<file path="config.mk">
export PLATFORM = sky130hd
export DESIGN_NAME = vc_pin_mem_responder
export DESIGN_NICKNAME = d
export VERILOG_FILES = /design/src/rtl/vc_pinbus_pkg.sv /design/src/rtl/vc_pin_shift.sv /design/src/rtl/vc_pin_mem_responder.sv
export SDC_FILE = /design/constraint.sdc
export NUM_CORES = 1
export LEC_CHECK = 0
export ABC_AREA = 1
export ABC_CLOCK_PERIOD_IN_PS = 4750
export CAP_MARGIN = 20
export CORE_UTILIZATION = 55
export CTS_CLUSTER_DIAMETER = 80
export DETAILED_ROUTE_END_ITERATION = 7
export PLACE_DENSITY = 0.85
export RECOVER_POWER = 25
export SYNTH_ARGS = -nofsm -noshare
export SYNTH_HDL_FRONTEND = slang
export SYNTH_SLANG_ARGS = --single-unit
</file>
<file path="constraint.sdc">
create_clock -name clk -period 4.75 [get_ports clk]
set_input_delay 0.7125 -clock clk [delete_from_list [all_inputs] [get_ports clk]]
set_output_delay 0.7125 -clock clk [all_outputs]
set_load 0.005 [all_outputs]
</file>
<file path="src/rtl/vc_pinbus_pkg.sv">
// Shared definitions for the vc CPU pin-level memory protocol.
// Holds the responder state encoding, address byte count helpers, the
// byte-lane select rule and the pin positions used by the CPU's driver.
package vc_pinbus_pkg;

    localparam int PA_DEFAULT = 24;
    localparam int RV_BITS    = 16;

    // Bit positions within the CPU's dedicated pins.
    localparam int UO_REQ_BIT  = 0;
    localparam int UO_WR_BIT   = 1;
    localparam int UO_BYTE_BIT = 2;
    localparam int UI_RDY_BIT  = 0;

    // Number of address bytes sent MSB first for a given address width.
    function automatic int addr_bytes(input int pa);
        return pa / 8;
    endfunction

    localparam int ADDR_BYTES = addr_bytes(PA_DEFAULT);

    typedef enum logic [2:0] {
        ST_IDLE = 3'd0,
        ST_ADDR = 3'd1,
        ST_WDAT = 3'd2,
        ST_MEM  = 3'd3,
        ST_RDAT = 3'd4,
        ST_DONE = 3'd5
    } state_t;

    // Big-endian lanes: even byte address is the high lane.
    function automatic logic [1:0] lane_be(input logic addr0);
        return addr0 ? 2'b01 : 2'b10;
    endfunction

endpackage

</file>
<file path="src/rtl/vc_pin_shift.sv">
// Byte-serial shift-in register: each shifted byte enters at the LSB end.
// Ports: i_clr zeroes data and count, i_shift appends i_byte (a shift in
// the same cycle as a clear starts from zero), o_cnt counts bytes taken.
module vc_pin_shift #(
    parameter int W  = 24,
    parameter int CW = $clog2(W / 8 + 1)
) (
    input  logic          clk,
    input  logic          reset,
    input  logic          i_clr,
    input  logic          i_shift,
    input  logic [7:0]    i_byte,
    output logic [W-1:0]  o_data,
    output logic [CW-1:0] o_cnt
);

    logic [W-1:0]  r_data;
    logic [CW-1:0] r_cnt;
    logic [W-1:0]  w_base;
    logic [CW-1:0] w_cnt_base;

    assign w_base     = i_clr ? '0 : r_data;
    assign w_cnt_base = i_clr ? '0 : r_cnt;

    always_ff @(posedge clk or posedge reset) begin
        if (reset) begin
            r_data <= '0;
            r_cnt  <= '0;
        end else if (i_shift) begin
            r_data <= (w_base << 8) | W'(i_byte);
            r_cnt  <= w_cnt_base + CW'(1);
        end else if (i_clr) begin
            r_data <= '0;
            r_cnt  <= '0;
        end
    end

    assign o_data = r_data;
    assign o_cnt  = r_cnt;

endmodule

</file>
<file path="src/rtl/vc_pin_mem_responder.sv">
// Memory-side responder for the vc CPU pin bus: decodes byte-serial
// address/write data, issues one word access to a backing memory, and
// returns read data byte-serially with rdy. Ports: CPU pins (bus_in,
// bus_out, bus_oe, req, wr, byte_op, rdy) and the memory port (mem_*).
module vc_pin_mem_responder
    import vc_pinbus_pkg::*;
#(
    parameter int PA = PA_DEFAULT,
    parameter int RV = RV_BITS
) (
    input  logic          clk,
    input  logic          reset,
    input  logic [7:0]    bus_in,
    output logic [7:0]    bus_out,
    output logic          bus_oe,
    input  logic          req,
    input  logic          wr,
    input  logic          byte_op,
    output logic          rdy,
    output logic [PA-2:0] mem_addr,
    output logic [RV-1:0] mem_wdata,
    output logic [1:0]    mem_be,
    output logic          mem_we,
    output logic          mem_re,
    input  logic [RV-1:0] mem_rdata,
    input  logic          mem_ack
);

    localparam int NB = addr_bytes(PA);
    localparam int CW = $clog2(NB + 1);

    state_t        r_state;
    state_t        w_next;

    logic          r_wr;
    logic          r_byte_op;
    logic          r_we;
    logic          r_re;
    logic          r_issued;   // request already launched in this MEM visit
    logic          r_abort;    // req dropped while in MEM
    logic          r_wack;     // one-cycle write completion strobe
    logic          r_rsel;     // second (low) byte of a 16-bit read
    logic [1:0]    r_be;
    logic [RV-1:0] r_wdata;
    logic [RV-1:0] r_rdata;

    logic [PA-1:0] w_addr;
    logic [CW-1:0] w_acnt;
    logic [15:0]   w_dat;
    logic [1:0]    w_dcnt;
    logic          w_ack;
    logic          w_addr_last;
    logic          w_wdat_last;
    logic          w_a_clr;
    logic          w_a_shift;
    logic          w_d_shift;

    vc_pin_shift #(.W(PA), .CW(CW)) u_addr_shift (
        .clk     (clk),
        .reset   (reset),
        .i_clr   (w_a_clr),
        .i_shift (w_a_shift),
        .i_byte  (bus_in),
        .o_data  (w_addr),
        .o_cnt   (w_acnt)
    );

    vc_pin_shift #(.W(16), .CW(2)) u_data_shift (
        .clk     (clk),
        .reset   (reset),
        .i_clr   (w_a_clr),
        .i_shift (w_d_shift),
        .i_byte  (bus_in),
        .o_data  (w_dat),
        .o_cnt   (w_dcnt)
    );

    // Only an acknowledge for a request we actually raised counts.
    assign w_ack       = (r_we | r_re) & mem_ack;
    assign w_addr_last = (w_acnt == CW'(NB - 1));
    assign w_wdat_last = r_byte_op | (w_dcnt == 2'd1);

    // State register
    always_ff @(posedge clk or posedge reset) begin
        if (reset) begin
            r_state <= ST_IDLE;
        end else begin
            r_state <= w_next;
        end
    end

    // Next-state logic
    always_comb begin
        w_next = r_state;
        case (r_state)
            ST_IDLE: begin
                if (req) begin
                    if (NB == 1) begin
                        w_next = wr ? ST_WDAT : ST_MEM;
                    end else begin
                        w_next = ST_ADDR;
                    end
                end
            end
            ST_ADDR: begin
                if (!req) begin
                    w_next = ST_IDLE;
                end else if (w_addr_last) begin
                    w_next = r_wr ? ST_WDAT : ST_MEM;
                end
            end
            ST_WDAT: begin
                if (!req) begin
                    w_next = ST_IDLE;
                end else if (w_wdat_last) begin
                    w_next = ST_MEM;
                end
            end
            ST_MEM: begin
                // An access in flight always runs to its acknowledge.
                if (w_ack) begin
                    if (r_abort || !req) begin
                        w_next = ST_IDLE;
                    end else begin
                        w_next = r_wr ? ST_DONE : ST_RDAT;
                    end
                end
            end
            ST_RDAT: begin
                if (!req) begin
                    w_next = ST_IDLE;
                end else if (r_byte_op || r_rsel) begin
                    w_next = ST_DONE;
                end
            end
            ST_DONE: begin
                if (!req) begin
                    w_next = ST_IDLE;
                end
            end
            default: w_next = ST_IDLE;
        endcase
    end

    // Output logic
    always_comb begin
        w_a_clr   = (r_state == ST_IDLE) && req;
        w_a_shift = w_a_clr || ((r_state == ST_ADDR) && req);
        w_d_shift = (r_state == ST_WDAT) && req;
        bus_oe    = (r_state == ST_RDAT);
        rdy       = bus_oe | r_wack;
        bus_out   = 8'h00;
        if (r_state == ST_RDAT) begin
            if (r_byte_op) begin
                bus_out = r_be[1] ? r_rdata[15:8] : r_rdata[7:0];
            end else begin
                bus_out = r_rsel ? r_rdata[7:0] : r_rdata[15:8];
            end
        end
    end

    // Transaction attributes, memory request and captured data
    always_ff @(posedge clk or posedge reset) begin
        if (reset) begin
            r_wr      <= 1'b0;
            r_byte_op <= 1'b0;
            r_we      <= 1'b0;
            r_re      <= 1'b0;
            r_issued  <= 1'b0;
            r_abort   <= 1'b0;
            r_wack    <= 1'b0;
            r_rsel    <= 1'b0;
            r_be      <= 2'b00;
            r_wdata   <= '0;
            r_rdata   <= '0;
        end else begin
            if ((r_state == ST_IDLE) && req) begin
                r_wr      <= wr;
                r_byte_op <= byte_op;
            end

            r_wack <= 1'b0;
            if (r_state == ST_MEM) begin
                if (!req) begin
                    r_abort <= 1'b1;
                end
                if (!r_issued) begin
                    r_issued <= 1'b1;
                    r_we     <= r_wr;
                    r_re     <= !r_wr;
                    r_be     <= r_byte_op ? lane_be(w_addr[0]) : 2'b11;
                    if (r_wr) begin
                        r_wdata <= r_byte_op ? {w_dat[7:0], w_dat[7:0]} : w_dat;
                    end
                end else if (w_ack) begin
                    r_we <= 1'b0;
                    r_re <= 1'b0;
                    if (!r_wr) begin
                        r_rdata <= mem_rdata;
                    end
                    r_wack <= r_wr && req && !r_abort;
                end
            end else begin
                r_issued <= 1'b0;
                r_abort  <= 1'b0;
            end

            r_rsel <= (r_state == ST_RDAT) && !r_rsel && req;
        end
    end

    assign mem_addr  = w_addr[PA-1:1];
    assign mem_wdata = r_wdata;
    assign mem_be    = r_be;
    assign mem_we    = r_we;
    assign mem_re    = r_re;

endmodule

</file>
Yosys cells after proc, flatten, opt, wreduce, memory -nomap -nowiden --
Cells that the tools add are included.
Cells by class: add/subtract/negate cells 2, equality and inequality tests 15, muxes and demuxes 37, bitwise operators 8, reductions and logical operators 22
Operators by type and width (count):
- 16-bit 2-to-1 mux | 3
- 24-bit 2-to-1 mux | 2
- 8-bit 2-to-1 mux | 4
- 3-bit 2-to-1 mux | 10
- 24-bit by 8-bit OR with 24-bit output | 1
- 3-bit case mux with 6 select lines | 1
- 16-bit by 8-bit OR with 16-bit output | 1
- 2-bit 2-to-1 mux | 6
- 1-bit 2-to-1 mux | 11
- 2-bit != test, second input constant | 4
- 1-bit logical AND | 7
- 3-bit by 2-bit equality test with 1-bit output, second input constant | 2
- 3-bit equality test, second input constant | 2
- 3-bit != test, second input constant | 2
- 6-bit AND reduction | 1
- 2-bit by 1-bit adder with 2-bit output, second input constant | 2
- 1-bit logical NOT | 4
- 2-bit AND reduction | 2
- 4-bit AND reduction | 1
- 2-bit nonzero test | 2
- 3-bit by 1-bit equality test with 1-bit output, second input constant | 1
- 3-bit logical NOT | 1
- 1-bit logical OR | 3
- 3-bit by 2-bit != test with 1-bit output, second input constant | 1
- other kinds (7) | 10
Storage, ports and cells: bits in registers 89, input bits 30, word-level logic and storage cells 102

Logic depth before layout (Yosys ltp) --
Gate-level depths: netlist (run 1).
depth in word-level cells 5, depth in mapped cells 9, mapped depth without buffers 9

Cells and area by module --
A second synthesis (run 1) with hierarchy kept.
Unflattened totals: cell total of the unflattened synthesis 509, area total of the unflattened synthesis 4340.4 sq um
By module, submodules not included:
- vc_pin_mem_responder | times used 1, cells an instance 309, area an instance 2307.2 sq um, seq. area each 1126.1 sq um
- vc_pin_shift at u_addr_shift | times used 1, cells an instance 118, area an instance 1166.1 sq um, seq. area each 650.6 sq um
- vc_pin_shift at u_data_shift | times used 1, cells an instance 82, area an instance 867.1 sq um, seq. area each 450.4 sq um

Least setup slack after synthesis (run 1) --
OpenSTA, ideal clock, no wires.
path kind register -> output, start register r_be[1], in the netlist mem_be[1], end output port bus_out[0], data arrival time 1.161 ns, data required time 4.038 ns, path slack 2.877 ns, cell stages (with the launch flop) 5, path buffers 2, cells stage by stage dfrtp_1 -> clkbuf_1 -> clkbuf_1 -> o211ai_1 -> a21oi_1
Between the ends: cells in the longest elaborated chain, start to end 3
Ends and longest elaborated chain:
- start, declared | RTL line vc_pin_mem_responder.sv:43 | logic [1:0] r_be;
- start signal, assigned | RTL line vc_pin_mem_responder.sv:191 | r_be <= r_byte_op ? lane_be(w_addr[0]) : 2'b11;
- 8-bit 2-to-1 mux | RTL line vc_pin_mem_responder.sv:155 | bus_out = r_be[1] ? r_rdata[15:8] : r_rdata[7:0];
- 8-bit 2-to-1 mux | RTL line vc_pin_mem_responder.sv:154 | if (r_byte_op) begin
- 8-bit 2-to-1 mux | RTL line vc_pin_mem_responder.sv:153 | if (r_state == ST_RDAT) begin
- end, declared | RTL line vc_pin_mem_responder.sv:14 | output logic [7:0] bus_out,
Every way passes these cells.

Worst setup path after layout (run 1) --
start register r_byte_op, end output port bus_out[6]
Between the ends: cells in the longest elaborated chain, start to end 2
Ends and longest elaborated chain:
- start, declared | RTL line vc_pin_mem_responder.sv:36 | logic r_byte_op;
- start signal, assigned | RTL line vc_pin_mem_responder.sv:179 | r_byte_op <= byte_op;
- 8-bit 2-to-1 mux | RTL line vc_pin_mem_responder.sv:154
- 8-bit 2-to-1 mux | RTL line vc_pin_mem_responder.sv:153
Every way passes these cells.

==> results.sh, run 1 <==
export IMPL_total_power_mw=3.05
export IMPL_rows=30
export IMPL_insertion_delay_ns=0.35
export IMPL_place_ws_ns=1.99
export IMPL_wl_per_cell_um=14.5
export IMPL_critical_path_buf_inv_count=1
export IMPL_status="finished clean"
export IMPL_grt_pass1_vias=3117
export IMPL_clk_pin_slew_ns=0.08
export IMPL_cts_tree="yes"
export IMPL_endpoint_kind="output pin"
export IMPL_viasPerCell=5.30
export IMPL_io_buffer_count=82
export IMPL_die_h_um=87.4
export IMPL_finalCritPeriodShare_pct=64.3
export IMPL_overflow=0
export IMPL_finalSetupViolCount=0
export IMPL_synth_warnings=0
export IMPL_fin_crit_ns=3.05
export IMPL_drc=0
export IMPL_p_per_area_nw_per_um2=621
export IMPL_synth_cell_type_count=28
export IMPL_first_pass_iters=6
export IMPL_synth_fp_nets=486
export IMPL_worst_slack_ns=1.70
export IMPL_yosysSeqAreaShare_pct=55.6
export IMPL_postSynthAreaPerCell_um2=8.79
export IMPL_routed_via_count=3242
export IMPL_hpwl_mm=6.19
export IMPL_synth_seq_cells=89
export IMPL_max_slew_worst_pin_slew_ns=1.01
export IMPL_place_area_um2=4690
export IMPL_coreArea_um2=6910
export IMPL_drv_slew=0
export IMPL_cp_start_kind="flop"
export IMPL_setup_tns_ns=0
export IMPL_ant_nets=0
export IMPL_critPathTopFamily="flip-flops"
export IMPL_die_w_um=87.4
export IMPL_maxSlewHeadroom_pct=32.7
export IMPL_gp_congestion=0.871
export IMPL_die_area_um2=7630
export IMPL_ir_drop_mv=0.327
export IMPL_wl_mm=8.88
export IMPL_fin_util_pct=71.2
export IMPL_cts_hold_buf=0
export IMPL_drive_gt1_share_pct=6.01
export IMPL_rsz0062_at_grt="false"
export IMPL_cts_buffer_depth=2
export IMPL_timing_fmax_mhz=327
export IMPL_start_util_pct=58.0
export IMPL_area_delta_synth_final_pct=22.7
export IMPL_antenna_found_initial=0
export IMPL_maxCapViolCount=0
export IMPL_crit_required_ns=4.04
export IMPL_io_pins=83
export IMPL_hold_violations=0
export IMPL_grt_total_usage_pct=25.0
export IMPL_cp_max_fo=28
export IMPL_synth_cell_area_um2=4010
export IMPL_grt_max_degree=59
export IMPL_nNetsFinal=542
export IMPL_cp_data_arrival_time_ns=2.34
export IMPL_diodes=0
export IMPL_cts_buffers=9
export IMPL_stdcell_area_um2=4920
export IMPL_clock_root_buffer="clkbuf_8"
export IMPL_clock_skew_ns=0.00880
export IMPL_cts_setup_buffers=0
export IMPL_clock_sinks=89
export IMPL_first_iter_violations=249
export IMPL_critPathKind="reg -> out"
export IMPL_leakagePower_nw=2.24
export IMPL_grt_pass1_wl_mm=14.6
export IMPL_cts_htree_levels=3
export IMPL_critPathMaxStageDelay_ns=0.98
export IMPL_synthCells=456
export IMPL_cts_resized=0
export IMPL_path_cells="o211ai_1 -> a21oi_1 -> clkdlybuf4s50_1"
export IMPL_hold_class="reg -> reg"
export IMPL_critPathSlowestCell="dfrtp_1"
[power breakdown]
part / internal, mW / switching [mW] / leakage [nW] / total, mW
logic: 0.566 / 0.622 / 1.01 / 1.19
clock network: 0.308 / 0.248 / 0.106 / 0.556
registers: 1.07 / 0.239 / 1.13 / 1.31
[cells in the mapped netlist]
cell type,instances,share of area (%)
nand2_1,94,8.8
dfrtp_1,89,56
inv_1,56,5.2
o21ai_0,40,5.0
a21oi_1,28,3.5
nor2_1,27,2.5
buf_4,25,4.7
o21ai_1,24,3.0
a31oi_1,10,1.6
nand3_1,8,1.0
o211ai_1,8,1.5
o22ai_1,8,1.2
buf_2,7,0.87
clkbuf_1,5,0.47
inv_2,5,0.47
nor2_2,3,0.47
nor2_4,3,0.84
o31ai_1,3,0.56
buf_6,2,0.56
nand2_2,2,0.31
nand4_1,2,0.31
a21boi_1,1,0.19
clkinv_1,1,0.094
nand3_2,1,0.25
nor2_8,1,0.50
nor3_1,1,0.12
o21a_1,1,0.19
or2_2,1,0.16
[worst register-to-register path, cell delays in order, from the launching register on]
cell	delay [ns]
dfrtp_1	0.98
clkinv_1	0.55
nand2_1	0.16
nor2_1	0.06
nor2_1	0.23
nand2_1	0.12
nand2_1	0.08
nand2_1	0.05
[through the flow]
| step | hold WS [ns] | cells |
|---|---|---|
| 2_1_floorplan | 0.403 | 456 |
| 3_3_place_gp | 0.416 | 596 |
| 3_5_place_dp | 0.420 | 596 |
| 4_1_cts | 0.430 | 611 |
| 5_1_grt | 0.471 | 612 |
| 6_report | 0.424 | 612 |
[registers in the layout (all words and copies together) (netlist names)]
signal and cells:
mem_we 1, r_issued 1, u_addr_shift.o_cnt 2, mem_re 1
r_state 3, r_wack 1, u_addr_shift.o_data 24, r_byte_op 1
mem_wdata 16, r_abort 1, r_wr 1, u_data_shift.o_cnt 2
u_data_shift.o_data 16, r_rdata 16, mem_be 2, r_rsel 1
[area by class of cell]
cell class / instances / area [um^2]
Sequential cell: 89 / 2230
Clock buffer: 12 / 145
Tap cell: 96 / 120
Fill cell: 519 / 1990
Clock inverter: 3 / 65.1
Multi-Input combinational cell: 266 / 1280
Timing Repair Buffer: 84 / 848
Inverter: 62 / 234
[cell usage in the layout, fill, tap and decap left out, types with 3 or more instances in the layout]
cell type	instances
a21oi_1	28
nor2_1	28
clkbuf_8	10
a31oi_1	10
o211ai_1	8
inv_2	5
nor2_2	3
clkdlybuf4s50_1	81
nand2_1	94
nand3_1	8
o31ai_1	3
inv_1	55
dfrtp_1	89
o21ai_0	40
o21ai_1	24
o22ai_1	8
[routing by layer]
metal  global-route usage, %  share of wire [%]  routed length (um)
met5                       0                  0                   0
met4                    10.1                1.7                 153
met3                    4.36                6.0                 533
met2                    41.1                 48                4250
met1                    33.1                 44                3950
[logic make-up (layout without fill, tap and decap cells)]
group	Yosys count	after routing	synth area share [%]
buf+inv	101	161	12.4
simple gates	143	143	15.3
flops	89	89	55.6
compound gates	123	123	16.7
[path summary, 6_finish.rpt]
path	start	end	slack [ns]	depth (start not counted)
max	r_byte_op	bus_out[6]	1.70	3
min	r_rsel	r_rsel	0.42	1
max reg2reg	r_byte_op	r_state[2]	2.42	7
min reg2reg	r_rsel	r_rsel	0.42	1
max in group asynchronous	reset	u_data_shift.o_cnt[0]	3.10	3
min in group asynchronous	reset	mem_wdata[3]	0.87	2
No activity file was read; power rests on OpenSTA's default activity.
==> run 2: changes to the inputs <==
--- a/config.mk
+++ b/config.mk
@@ -6,12 +6,12 @@
 export NUM_CORES = 1
 export LEC_CHECK = 0
 export ABC_AREA = 1
-export ABC_CLOCK_PERIOD_IN_PS = 4750
+export ABC_CLOCK_PERIOD_IN_PS = 3050
 export CAP_MARGIN = 20
-export CORE_UTILIZATION = 55
+export CORE_UTILIZATION = 51
 export CTS_CLUSTER_DIAMETER = 80
 export DETAILED_ROUTE_END_ITERATION = 7
-export PLACE_DENSITY = 0.85
+export PLACE_DENSITY = 0.8
 export RECOVER_POWER = 25
 export SYNTH_ARGS = -nofsm -noshare
 export SYNTH_HDL_FRONTEND = slang
==> constraint.sdc (replaced) <==
create_clock -name clk -period 3.05 [get_ports clk]
set_input_delay 0.4575 -clock clk [delete_from_list [all_inputs] [get_ports clk]]
set_output_delay 0.4575 -clock clk [all_outputs]
set_load 0.005 [all_outputs]
==> results.sh, run 2 (synthesized netlist as in run 1, its figures left out) <==
export IMPL_critPathKind="reg -> out"
export IMPL_total_power_mw=4.63
export IMPL_leakagePower_nw=2.23
export IMPL_ir_drop_mv=0.463
export IMPL_maxSlewHeadroom_pct=-23.9
export IMPL_die_area_um2=8220
export IMPL_grt_max_degree=47
export IMPL_antenna_found_initial=0
export IMPL_place_ws_ns=0.704
export IMPL_cts_resized=0
export IMPL_clock_sinks=89
export IMPL_io_pins=83
export IMPL_finalCritPeriodShare_pct=88.1
export IMPL_hpwl_mm=6.29
export IMPL_clock_root_buffer="clkbuf_8"
export IMPL_max_slew_worst_pin_slew_ns=1.85
export IMPL_p_per_area_nw_per_um2=947
export IMPL_critPathMaxStageDelay_ns=0.94
export IMPL_clk_pin_slew_ns=0.09
export IMPL_viasPerCell=5.28
export IMPL_routed_via_count=3255
export IMPL_cp_max_fo=28
export IMPL_setup_tns_ns=0
export IMPL_first_pass_iters=5
export IMPL_crit_required_ns=2.59
export IMPL_clock_skew_ns=0.0184
export IMPL_rsz0062_at_grt="false"
export IMPL_area_delta_synth_final_pct=22.1
export IMPL_gp_congestion=0.812
export IMPL_worst_slack_ns=0.363
export IMPL_drv_slew=45
export IMPL_nFillCells=610
export IMPL_path_cells="o211ai_1 -> a21oi_1 -> clkdlybuf4s50_1"
export IMPL_wl_mm=8.77
export IMPL_endpoint_kind="output pin"
export IMPL_overflow=0
export IMPL_die_h_um=90.6
export IMPL_critPathSlowestCell="dfrtp_1"
export IMPL_drc=0
export IMPL_first_iter_violations=227
export IMPL_status="complete, but fails checks"
export IMPL_ant_nets=0
export IMPL_wl_per_cell_um=14.2
export IMPL_start_util_pct=54.1
export IMPL_cts_hold_buf=0
export IMPL_timing_fmax_mhz=372
export IMPL_diodes=0
export IMPL_cts_htree_levels=3
export IMPL_cts_buffers=9
export IMPL_rows=31
export IMPL_hold_class="reg -> reg"
export IMPL_insertion_delay_ns=0.36
export IMPL_cp_start_kind="flop"
export IMPL_cp_data_arrival_time_ns=2.23
export IMPL_finalSetupViolCount=0
export IMPL_nNetsFinal=543
export IMPL_stdcell_area_um2=4890
export IMPL_fin_crit_ns=2.69
export IMPL_cts_setup_buffers=0
export IMPL_drive_gt1_share_pct=6.76
export IMPL_cts_buffer_depth=2
export IMPL_violations="capacitance limit, slew limit"
export IMPL_grt_pass1_wl_mm=15.0
export IMPL_grt_total_usage_pct=22.9
export IMPL_largest_reg_flops=24
export IMPL_grt_pass1_vias=3050
export IMPL_io_buffer_count=82
export IMPL_hold_violations=0
export IMPL_die_w_um=90.6
export IMPL_place_area_um2=4720
export IMPL_maxCapViolCount=1
export IMPL_coreArea_um2=7410
export IMPL_final_cell_mix="94 x nand2_1, 89 x dfrtp_1, 80 x clkdlybuf4s50_1, 55 x inv_1, 40 x o21ai_0"
export IMPL_cts_tree="yes"
export IMPL_final_common_cell="nand2_1"
run 2: cell count changes in the layout (fill, tap and decap cells not counted), sizes merged:
cell / change
clkdlybuf4s50: -1
inv: +1
dlygate4sd3: +1
clkinv: +1
bufinv: -2
clkinvlp: +2
run 2: critical path: cells and delay by family, from the launching register on:
family	cells	cell delay, ns
compound gates	2	0.40
buf+inv	1	0.53
flops	1	0.94
run 2: worst paths after layout:
check	start	end	slack [ns]	cells after the start
worst max register to register	r_byte_op	r_state[1]	1.23	7
max in group asynchronous	reset	u_addr_shift.o_data[17]	0.63	3
worst min register to register	r_rsel	r_rsel	0.45	1
min in group asynchronous	reset	mem_wdata[0]	1.01	2
worst min-delay path	r_rsel	r_rsel	0.45	1
worst max-delay path	r_byte_op	bus_out[7]	0.36	3
run 2: layer usage:
layer	GRT usage, %	vias up	part of all wire, %
met2	34.2	126	45
met3	4.80	12	6.6
li1	-	1570	-
met4	8.33	0	1.2
met1	33.2	1547	47
met5	0	-	0
run 2: final cells by class:
class                           instances  area, um^2  share of cell area [%]
Sequential cell                        89        2230                    45.5
Inverter                               62         234                    4.78
Clock inverter                          5        37.5                   0.767
Clock buffer                           11         151                    3.09
Multi-Input combinational cell        266        1280                    26.1
Tap cell                               99         124                    2.53
Timing Repair Buffer                   85         843                    17.2
run 2: through the flow:
| stage | hold slack (ns) | cells | utilization (%) |
|---|---|---|---|
| 3_5_place_dp | 0.423 | 601 | 63.8 |
| 5_1_grt | 0.484 | 617 | 66.1 |
| 4_1_cts | 0.452 | 617 | 66.3 |
| 2_1_floorplan | 0.403 | 456 | - |
| 6_report | 0.449 | 617 | 66.1 |
| 3_3_place_gp | 0.416 | 601 | 63.8 |
run 2: power breakdown:
group / switching [mW] / leakage [nW] / total, mW / internal, mW
registers: 0.373 / 1.13 / 2.04 / 1.66
clock network: 0.417 / 0.0919 / 0.761 / 0.343
logic: 0.952 / 1.01 / 1.84 / 0.887
total: 1.74 / 2.23 / 4.63 / 2.89
==> run 3: changes to the inputs <==
--- a/config.mk
+++ b/config.mk
@@ -7,10 +7,10 @@
 export LEC_CHECK = 0
 export ABC_AREA = 1
 export ABC_CLOCK_PERIOD_IN_PS = 3050
-export CAP_MARGIN = 20
 export CORE_UTILIZATION = 51
 export CTS_CLUSTER_DIAMETER = 80
 export DETAILED_ROUTE_END_ITERATION = 7
+export GPL_TIMING_DRIVEN = 1
 export PLACE_DENSITY = 0.8
 export RECOVER_POWER = 25
 export SYNTH_ARGS = -nofsm -noshare
==> constraint.sdc (replaced) <==
create_clock -name clk -period 3.05 [get_ports clk]
set_input_delay 0.4575 -clock clk [delete_from_list [all_inputs] [get_ports clk]]
set_output_delay 0.4575 -clock clk [all_outputs]
set_load 0.02 [all_outputs]
==> results.sh, run 3 (synthesized netlist as in run 1, its figures left out) <==
export IMPL_cp_common_cell="inv_1"
export IMPL_dr_wl_met2_mm=4.01
export IMPL_ant_nets=0
export IMPL_path_cells="inv_1 -> nand3_1 -> inv_1 -> or2_2 -> clkdlybuf4s50_1"
export IMPL_final_cell_mix="94 x nand2_1, 89 x dfrtp_1, 81 x clkdlybuf4s50_1, 55 x inv_1, 40 x o21ai_0"
export IMPL_wl_per_cell_um=14.3
export IMPL_layout_cells_non_filler=618
export IMPL_cp_start_kind="flop"
export IMPL_grt_total_usage_pct=22.6
export IMPL_grt_max_degree=37
export IMPL_status="complete, but fails checks"
export IMPL_ir_drop_mv=0.530
export IMPL_placed_cells=603
export IMPL_clock_root_buffer="clkbuf_8"
export IMPL_io_buffer_count=82
export IMPL_place_ws_ns=0.726
export IMPL_clk_pin_slew_ns=0.08
export IMPL_violations="capacitance limit, slew limit"
export IMPL_largest_reg_flops=24
export IMPL_critPathTopFamily="buffers and inverters"
export IMPL_whs_ns=0.434
export IMPL_cp_data_arrival_time_ns=2.12
export IMPL_crit_required_ns=2.59
export IMPL_maxCapViolCount=1
export IMPL_cts_buffers=9
export IMPL_nFillCells=588
export IMPL_critPathKind="reg -> out"
export IMPL_critical_path_buf_inv_count=3
export IMPL_clock_sinks=89
export IMPL_drv_slew=37
export IMPL_die_area_um2=8220
export IMPL_max_slew_worst_pin_slew_ns=1.54
export IMPL_rsz0062_at_grt="false"
export IMPL_insertion_delay_ns=0.36
export IMPL_first_iter_violations=243
export IMPL_cts_tree="yes"
export IMPL_fin_crit_ns=2.58
export IMPL_cts_setup_buffers=0
export IMPL_top_layer="met4"
export IMPL_fin_util_pct=66.3
export IMPL_coreArea_um2=7410
export IMPL_io_pins=83
export IMPL_endpoint_kind="output pin"
export IMPL_place_area_um2=4740
export IMPL_critPathSlowestCell="clkdlybuf4s50_1"
export IMPL_stdcell_area_um2=4910
export IMPL_finalCritPeriodShare_pct=84.6
export IMPL_routed_via_count=3256
export IMPL_cp_max_fo=9
export IMPL_gp_congestion=0.844
export IMPL_antenna_found_initial=0
export IMPL_hold_violations=0
export IMPL_critPathMaxStageDelay_ns=0.54
export IMPL_r2r_slack_ns=1.07
export IMPL_met3WireLength_um=562
export IMPL_met1_length_mm=4.14
export IMPL_die_h_um=90.6
export IMPL_hold_class="reg -> reg"
export IMPL_timing_fmax_mhz=388
export IMPL_cts_resized=0
export IMPL_nNetsFinal=545
export IMPL_cts_hold_buf=0
export IMPL_diodes=0
export IMPL_final_common_cell="nand2_1"
export IMPL_first_pass_iters=4
export IMPL_clock_skew_ns=0.00861
export IMPL_wl_mm=8.84
export IMPL_area_delta_synth_final_pct=22.6
export IMPL_grt_pass1_vias=3080
export IMPL_cts_buffer_depth=2
export IMPL_p_per_area_nw_per_um2=1020
export IMPL_drc=0
export IMPL_finalSetupViolCount=0
export IMPL_overflow=0
export IMPL_drive_gt1_share_pct=6.55
export IMPL_total_power_mw=5.00
export IMPL_hpwl_mm=6.37
export IMPL_leakagePower_nw=2.24
export IMPL_start_util_pct=54.1
export IMPL_grt_pass1_wl_mm=14.6
export IMPL_cts_htree_levels=3
export IMPL_setup_tns_ns=0
export IMPL_rows=31
export IMPL_maxSlewHeadroom_pct=-3.06
export IMPL_die_w_um=90.6
export IMPL_worst_slack_ns=0.470
export IMPL_viasPerCell=5.27
## run 3: cell count changes in the layout (fill, tap and decap cells not counted), sizes merged
cell / before / now
clkdlybuf4s50: 80 / 81
clkinvlp: 3 / 2
bufinv: 0 / 1
clkbuf: 12 / 14
dlygate4sd3: 2 / 1
buf: 2 / 4
inv: 61 / 60
clkinv: 3 / 1
## run 3: worst paths after layout
check | startpoint | to | cells past startpoint
max in group asynchronous | reset | u_addr_shift.o_data[10] | 3
min reg2reg | r_rsel | r_rsel | 1
max reg2reg | r_byte_op | r_state[1] | 8
max | r_state[1] | rdy | 5
min | r_rsel | r_rsel | 1
min in group asynchronous | reset | mem_wdata[10] | 2
## run 3: metal layers
layer,up-vias,GRT usage (%)
li1,1573,-
met4,0,7.93
met5,-,0
met1,1564,32.7
met3,11,4.88
met2,108,33.6
## run 3: final cells by class
cell class                 count  area, um^2  share of cell area [%]
clock buffer                  13         159                    3.23
clock inverter                 2        37.5                   0.764
inverter                      62         234                    4.76
multi-input combinational    266        1280                    26.0
sequential                    89        2230                    45.3
tap                           99         124                    2.52
timing repair buffer          87         856                    17.4
## run 3: where the power goes
group          internal [mW]  leakage (nW)  switching [mW]  total [mW]
clock                  0.420        0.0957           0.387       0.807
combinational          0.898          1.02            1.28        2.18
sequential              1.66          1.13           0.349        2.01
total                   2.98          2.24            2.02        5.00
